--- src/rtl/store_pkg.sv ---
// rtl/store_pkg.sv - size encodings, FSM states and lane masks for the store merge unit
package store_pkg;

    localparam logic [1:0] SZ_BYTE = 2'b00;
    localparam logic [1:0] SZ_HALF = 2'b01;
    localparam logic [1:0] SZ_WORD = 2'b10;

    localparam logic [31:0] MASK_BYTE = 32'h0000_00FF;
    localparam logic [31:0] MASK_HALF = 32'h0000_FFFF;
    localparam logic [31:0] MASK_WORD = 32'hFFFF_FFFF;

    typedef enum logic [2:0] {
        IDLE,
        READ,
        WAIT,
        WRITE,
        FIN
    } state_t;

    function automatic logic is_narrow(input logic [1:0] size);
        return (size == SZ_BYTE) || (size == SZ_HALF);
    endfunction

    // Size 2'b11 behaves as a word, so any size with bit 1 set needs word alignment.
    function automatic logic is_misaligned(input logic [1:0] size, input logic [1:0] addr_lo);
        return ((size == SZ_HALF) && addr_lo[0]) || (size[1] && (addr_lo != 2'b00));
    endfunction

endpackage

--- src/rtl/lane_merge.sv ---
// rtl/lane_merge.sv - combinational little-endian merge of store data into an old word
module lane_merge
    import store_pkg::*;
(
    input  logic [31:0] old_word_i,
    input  logic [31:0] data_i,
    input  logic [1:0]  size_i,
    input  logic [1:0]  addr_lo_i,
    output logic [31:0] merged_o
);

    logic [31:0] mask;
    logic [4:0]  shift;

    always_comb begin
        mask  = MASK_WORD;
        shift = 5'd0;
        case (size_i)
            SZ_BYTE: begin
                mask  = MASK_BYTE;
                shift = {addr_lo_i, 3'b000};
            end
            SZ_HALF: begin
                mask  = MASK_HALF;
                shift = {addr_lo_i[1], 4'b0000};
            end
            default: begin
                mask  = MASK_WORD;
                shift = 5'd0;
            end
        endcase
        merged_o = (old_word_i & ~(mask << shift)) | ((data_i & mask) << shift);
    end

endmodule

--- src/rtl/store_merge_unit.sv ---
// rtl/store_merge_unit.sv - store FSM with RMW for narrow stores; STORE_MISALIGN_TRAP_EN enables misalign trap
module store_merge_unit
    import store_pkg::*;
#(
    parameter int ADDR_W = 32
) (
    input  logic              clk,
    input  logic              rst_n,
    input  logic              req_valid,
    output logic              req_ready,
    input  logic [ADDR_W-1:0] req_addr,
    input  logic [31:0]       req_data,
    input  logic [1:0]        req_size,
    output logic [ADDR_W-3:0] mem_addr,
    output logic              mem_rd_en,
    input  logic [31:0]       mem_rdata,
    input  logic              mem_rvalid,
    output logic              mem_wr_en,
    output logic [31:0]       mem_wdata,
    output logic              done,
    output logic              misalign
);

    state_t            state_q;
    logic [ADDR_W-3:0] mem_addr_q;
    logic [1:0]        addr_lo_q;
    logic [31:0]       data_q;
    logic [1:0]        size_q;
    logic              rd_en_q;
    logic              wr_en_q;
    logic [31:0]       wdata_q;
    logic              done_q;
    logic [31:0]       merged_d;
    logic              trap_d;

`ifdef STORE_MISALIGN_TRAP_EN
    logic misalign_q;
    assign trap_d   = is_misaligned(req_size, req_addr[1:0]);
    assign misalign = misalign_q;
`else
    assign trap_d   = 1'b0;
    assign misalign = 1'b0;
`endif

    lane_merge u_lane_merge (
        .old_word_i (mem_rdata),
        .data_i     (data_q),
        .size_i     (size_q),
        .addr_lo_i  (addr_lo_q),
        .merged_o   (merged_d)
    );

    assign req_ready = (state_q == IDLE);
    assign mem_addr  = mem_addr_q;
    assign mem_rd_en = rd_en_q;
    assign mem_wr_en = wr_en_q;
    assign mem_wdata = wdata_q;
    assign done      = done_q;

    always_ff @(posedge clk or negedge rst_n) begin
        if (!rst_n) begin
            state_q    <= IDLE;
            mem_addr_q <= '0;
            addr_lo_q  <= 2'b00;
            data_q     <= 32'd0;
            size_q     <= SZ_BYTE;
            rd_en_q    <= 1'b0;
            wr_en_q    <= 1'b0;
            wdata_q    <= 32'd0;
            done_q     <= 1'b0;
`ifdef STORE_MISALIGN_TRAP_EN
            misalign_q <= 1'b0;
`endif
        end else begin
            // Strobes are single-cycle unless a state below re-asserts them.
            rd_en_q <= 1'b0;
            wr_en_q <= 1'b0;
            done_q  <= 1'b0;
`ifdef STORE_MISALIGN_TRAP_EN
            misalign_q <= 1'b0;
`endif
            case (state_q)
                IDLE: begin
                    if (req_valid) begin
                        mem_addr_q <= req_addr[ADDR_W-1:2];
                        addr_lo_q  <= req_addr[1:0];
                        data_q     <= req_data;
                        size_q     <= req_size;
                        if (trap_d) begin
                            state_q <= FIN;
                            done_q  <= 1'b1;
`ifdef STORE_MISALIGN_TRAP_EN
                            misalign_q <= 1'b1;
`endif
                        end else if (is_narrow(req_size)) begin
                            state_q <= READ;
                            rd_en_q <= 1'b1;
                        end else begin
                            state_q <= WRITE;
                            wr_en_q <= 1'b1;
                            done_q  <= 1'b1;
                            wdata_q <= req_data;
                        end
                    end
                end
                READ: begin
                    state_q <= WAIT;
                end
                WAIT: begin
                    if (mem_rvalid) begin
                        state_q <= WRITE;
                        wr_en_q <= 1'b1;
                        done_q  <= 1'b1;
                        wdata_q <= merged_d;
                    end
                end
                WRITE: begin
                    state_q <= IDLE;
                end
                FIN: begin
                    state_q <= IDLE;
                end
                default: begin
                    state_q <= IDLE;
                end
            endcase
        end
    end

endmodule

--- config.mk ---
export PLATFORM = sky130hd
export DESIGN_NAME = store_merge_unit
export DESIGN_NICKNAME = d
export VERILOG_FILES = /design/src/rtl/store_pkg.sv /design/src/rtl/lane_merge.sv /design/src/rtl/store_merge_unit.sv
export SDC_FILE = /design/constraint.sdc
export NUM_CORES = 1
export LEC_CHECK = 0
export ABC_AREA = 1
export CAP_MARGIN = 40
export CORE_MARGIN = 8
export CORE_UTILIZATION = 50
export DETAILED_ROUTE_END_ITERATION = 7
export PLACE_DENSITY = 0.87
export SKIP_LAST_GASP = 1
export SYNTH_ARGS = -nofsm -noshare
export SYNTH_HDL_FRONTEND = slang
export SYNTH_SLANG_ARGS = --single-unit
--- constraint.sdc ---
create_clock -name clk -period 3.3 [get_ports clk]
set_input_delay 0.495 -clock clk [delete_from_list [all_inputs] [get_ports clk]]
set_output_delay 0.495 -clock clk [all_outputs]
set_load 0.01 [all_outputs]
==> results by group <==
Die
  • Core Area: a little under 10000 sq um
  • # rows: 36
  • I/O pin total: ~170
  • Starting Density: ~50%
  • Die ar.: 13500 sq um
  • Die W: between 100 and 150 microns
  • Die Ht: ~120 microns

Layout
  • Nets: ~910
  • Most common cell after layout, fill and taps aside: nand2_1
  • Layout cells sized above 1: ~6.2%
  • # diodes: 0
  • Most frequent cells in the layout: nand2_1 (272), clkdlybuf4s50_1 (166), dfrtp_1 (102), inv_1 (58), nand3_1 (56)
  • Final Instance Count excl. Fillers: about 950
  • Synthesis-to-layout area growth: 39.5%
  • Final Cell Area: about 7000 sq um

Detailed routing
  • Wl on met1: 5730 microns
  • DRC viols: 0
  • Total number of vias: about 4800
  • Wire per inst: about 16 microns
  • Total wire length: 14900 microns
  • Routed wire length on met2: about 7400 microns
  • Antenna Nets Post-Route: 0
  • First-pass DRT Iterations: 5
  • Met3 routed WL: ~1500 microns
  • DR top layer: met4
  • Iter 0 DRT Violations: between 300 and 400
  • Routed vias/inst: slightly above 5

Clock tree
  • Clk root buf: clkbuf_8
  • Clk sink count: about 100
  • CTS tree: yes
  • Post-CTS Setup Inserts: 0
  • Clock Latency Late Sink: 370 ps
  • TritonCTS Buffers: 9
  • Longest Clk Path Bufs: 2
  • Post_cts resized: 0
  • Hold-fix buffers, CTS: 1
  • Clock transition at path regs: 90 ps
  • H-tree depth: 3

Critical path
  • Reg-to-Reg Start: state_q[0]$_DFFE_PN0P_
  • R2R depth: 10
  • Setup crit end kind: output pin
  • R2r endpoint: mem_wdata[26]$_DFFE_PN0P_
  • Critical Path AT: 1750 ps
  • Crit path kind: flip-flop to output pin
  • Worst path required time: approximately 2800 ps
  • Crit-path max FO: 6
  • R2R setup slack: about 1100 ps
  • CP Launch Type: flip-flop

Synthesis
  • Top cell type by total area after synthesis: dfrtp_1
  • Cell Area, Synth: between 4000 and 5000 sq um
  • Syn nets: 760
  • Yosys top cell area share: 51.1%
  • Synthesis Warnings: 0
  • Post-synthesis sequential area ratio: about half
  • FF+latch count, synth: between 100 and 150
  • Netlist cell types: 22
  • Avg Cell Area, Syn: between 7 and 8 sq um
  • Synth top area cells: dfrtp_1 (51%), nand2_1 (20%), nand3_1 (5.6%)
  • Syn Inst Count: 655

Placed design
  • DP HPWL: roughly 11000 microns
  • Placed cell count: between 900 and 1000
  • GP Congestion: ~0.86
  • PortBufs: between 150 and 200
  • Placed instance area: roughly 6700 sq um

Hold path
  • WHS Path Cells: 2
  • Hold path startpoint: mem_addr[0]$_DFFE_PN0P_
  • Worst hold path class: flip-flop to flip-flop
  • WHS Endpoint: mem_addr[0]$_DFFE_PN0P_

Job
  • Max_cap viols: 0

STA
  • Fin crit share: approximately two thirds
  • Setup TNS: 0 ps
  • Worst relative slew slack: around 43%
  • Final Setup Violations: 0
  • Fin. max-slew vios: 0
  • RSZ-0062 raised after global routing: no
  • Fmax: about 450 MHz
  • Worst-margin pin slew: 850 ps
  • Max Clock Skew: around 15 ps
  • Minimum clock period: 2240 ps
  • Final hold violation count: 0

Global route
  • Pin count of the biggest net entering global routing: 66
  • First-pass GRT wire length: 23200 microns
  • Initial antenna violation count: 0
  • GRT overflow: 0
  • Total GRT Usage: 22.1%
  • Vias in the first global route: between 4000 and 5000

Power and ir drop
  • Design Power: 6.73 mW
  • Power per cell area: between 900 and 1000 nW/um^2
  • Pleak: 3.45 nW
  • VDD IR max: a little under 0.5 mV

Run status
  • Status: complete, no violations
sequential cells by signal, summed over array words and instances (netlist names):
name,count
addr_lo_q,2
mem_wdata,32
mem_addr,30
size_q,2
data_q,32
state_q,2
done,1
mem_rd_en,1
metrics by stage:
step / hold WS [ps] / worst slack [ps] / utilization, %
final: 483 / 1060 / 71.7
after global routing: 519 / 922 / 71.7
after CTS: 490 / 1050 / 71.7
after detailed placement: 382 / 954 / 69.2
after global placement: 461 / 1010 / 68.7
after floorplan: 199 / 1770 / -
cells by family after synthesis:
kind of cell / synth area share (%)
simple gates: 30.0
compound gates: 9.21
flops: 51.1
fa+ha+maj: 0.751
buf+inv: 8.93
other cells: 0.0750
how the worst max path moves through the flow:
stage	startpoint	end	slack [ps]
after floorplan	state_q[0]$_DFFE_PN0P_	mem_wdata[5]$_DFFE_PN0P_	1770
after global placement	req_valid	mem_wdata[28]$_DFFE_PN0P_	1010
after detailed placement	req_valid	mem_wdata[10]$_DFFE_PN0P_	950
after CTS	state_q[0]$_DFFE_PN0P_	req_ready	1050
after global routing	state_q[0]$_DFFE_PN0P_	mem_wdata[26]$_DFFE_PN0P_	920
final	state_q[0]$_DFFE_PN0P_	req_ready	1060
per-layer routing:
metal  up-vias  track usage, %
met3        21            7.97
li1       2326               -
met4         0            7.26
met2       206            38.2
met1      2236            24.7
met5         -               0
cells in the mapped netlist (all sizes together):
| cell type | instances |
|---|---|
| o21ai | 37 |
| dfrtp | 102 |
| nand2 | 279 |
| o22ai | 2 |
| clkbuf | 10 |
| a21oi | 48 |
| inv | 62 |
| buf | 25 |
| or2 | 1 |
| conb | 1 |
| nor2 | 29 |
| ha | 3 |
| nand3 | 56 |
cell type report:
class	count	area, sq um
fillers	769	2750
flip-flops and latches	102	2550
multi-input cells	456	2000
repair buffers	176	1790
inverters	62	233
well taps	133	166
clock buffers	10	138
clock inverters	6	92.6
worst max-delay path, stage by stage (launching register included):
cell,delay [ps]
dfrtp_1,400
inv_1,110
ha_1,300
clkdlybuf4s50_1,590
power by group:
| part | internal [mW] | switching, mW |
|---|---|---|
| logic | 1.54 | 1.99 |
| registers | 1.86 | 0.442 |
| clock network | 0.454 | 0.441 |
(Power assumes the default switching activity.)
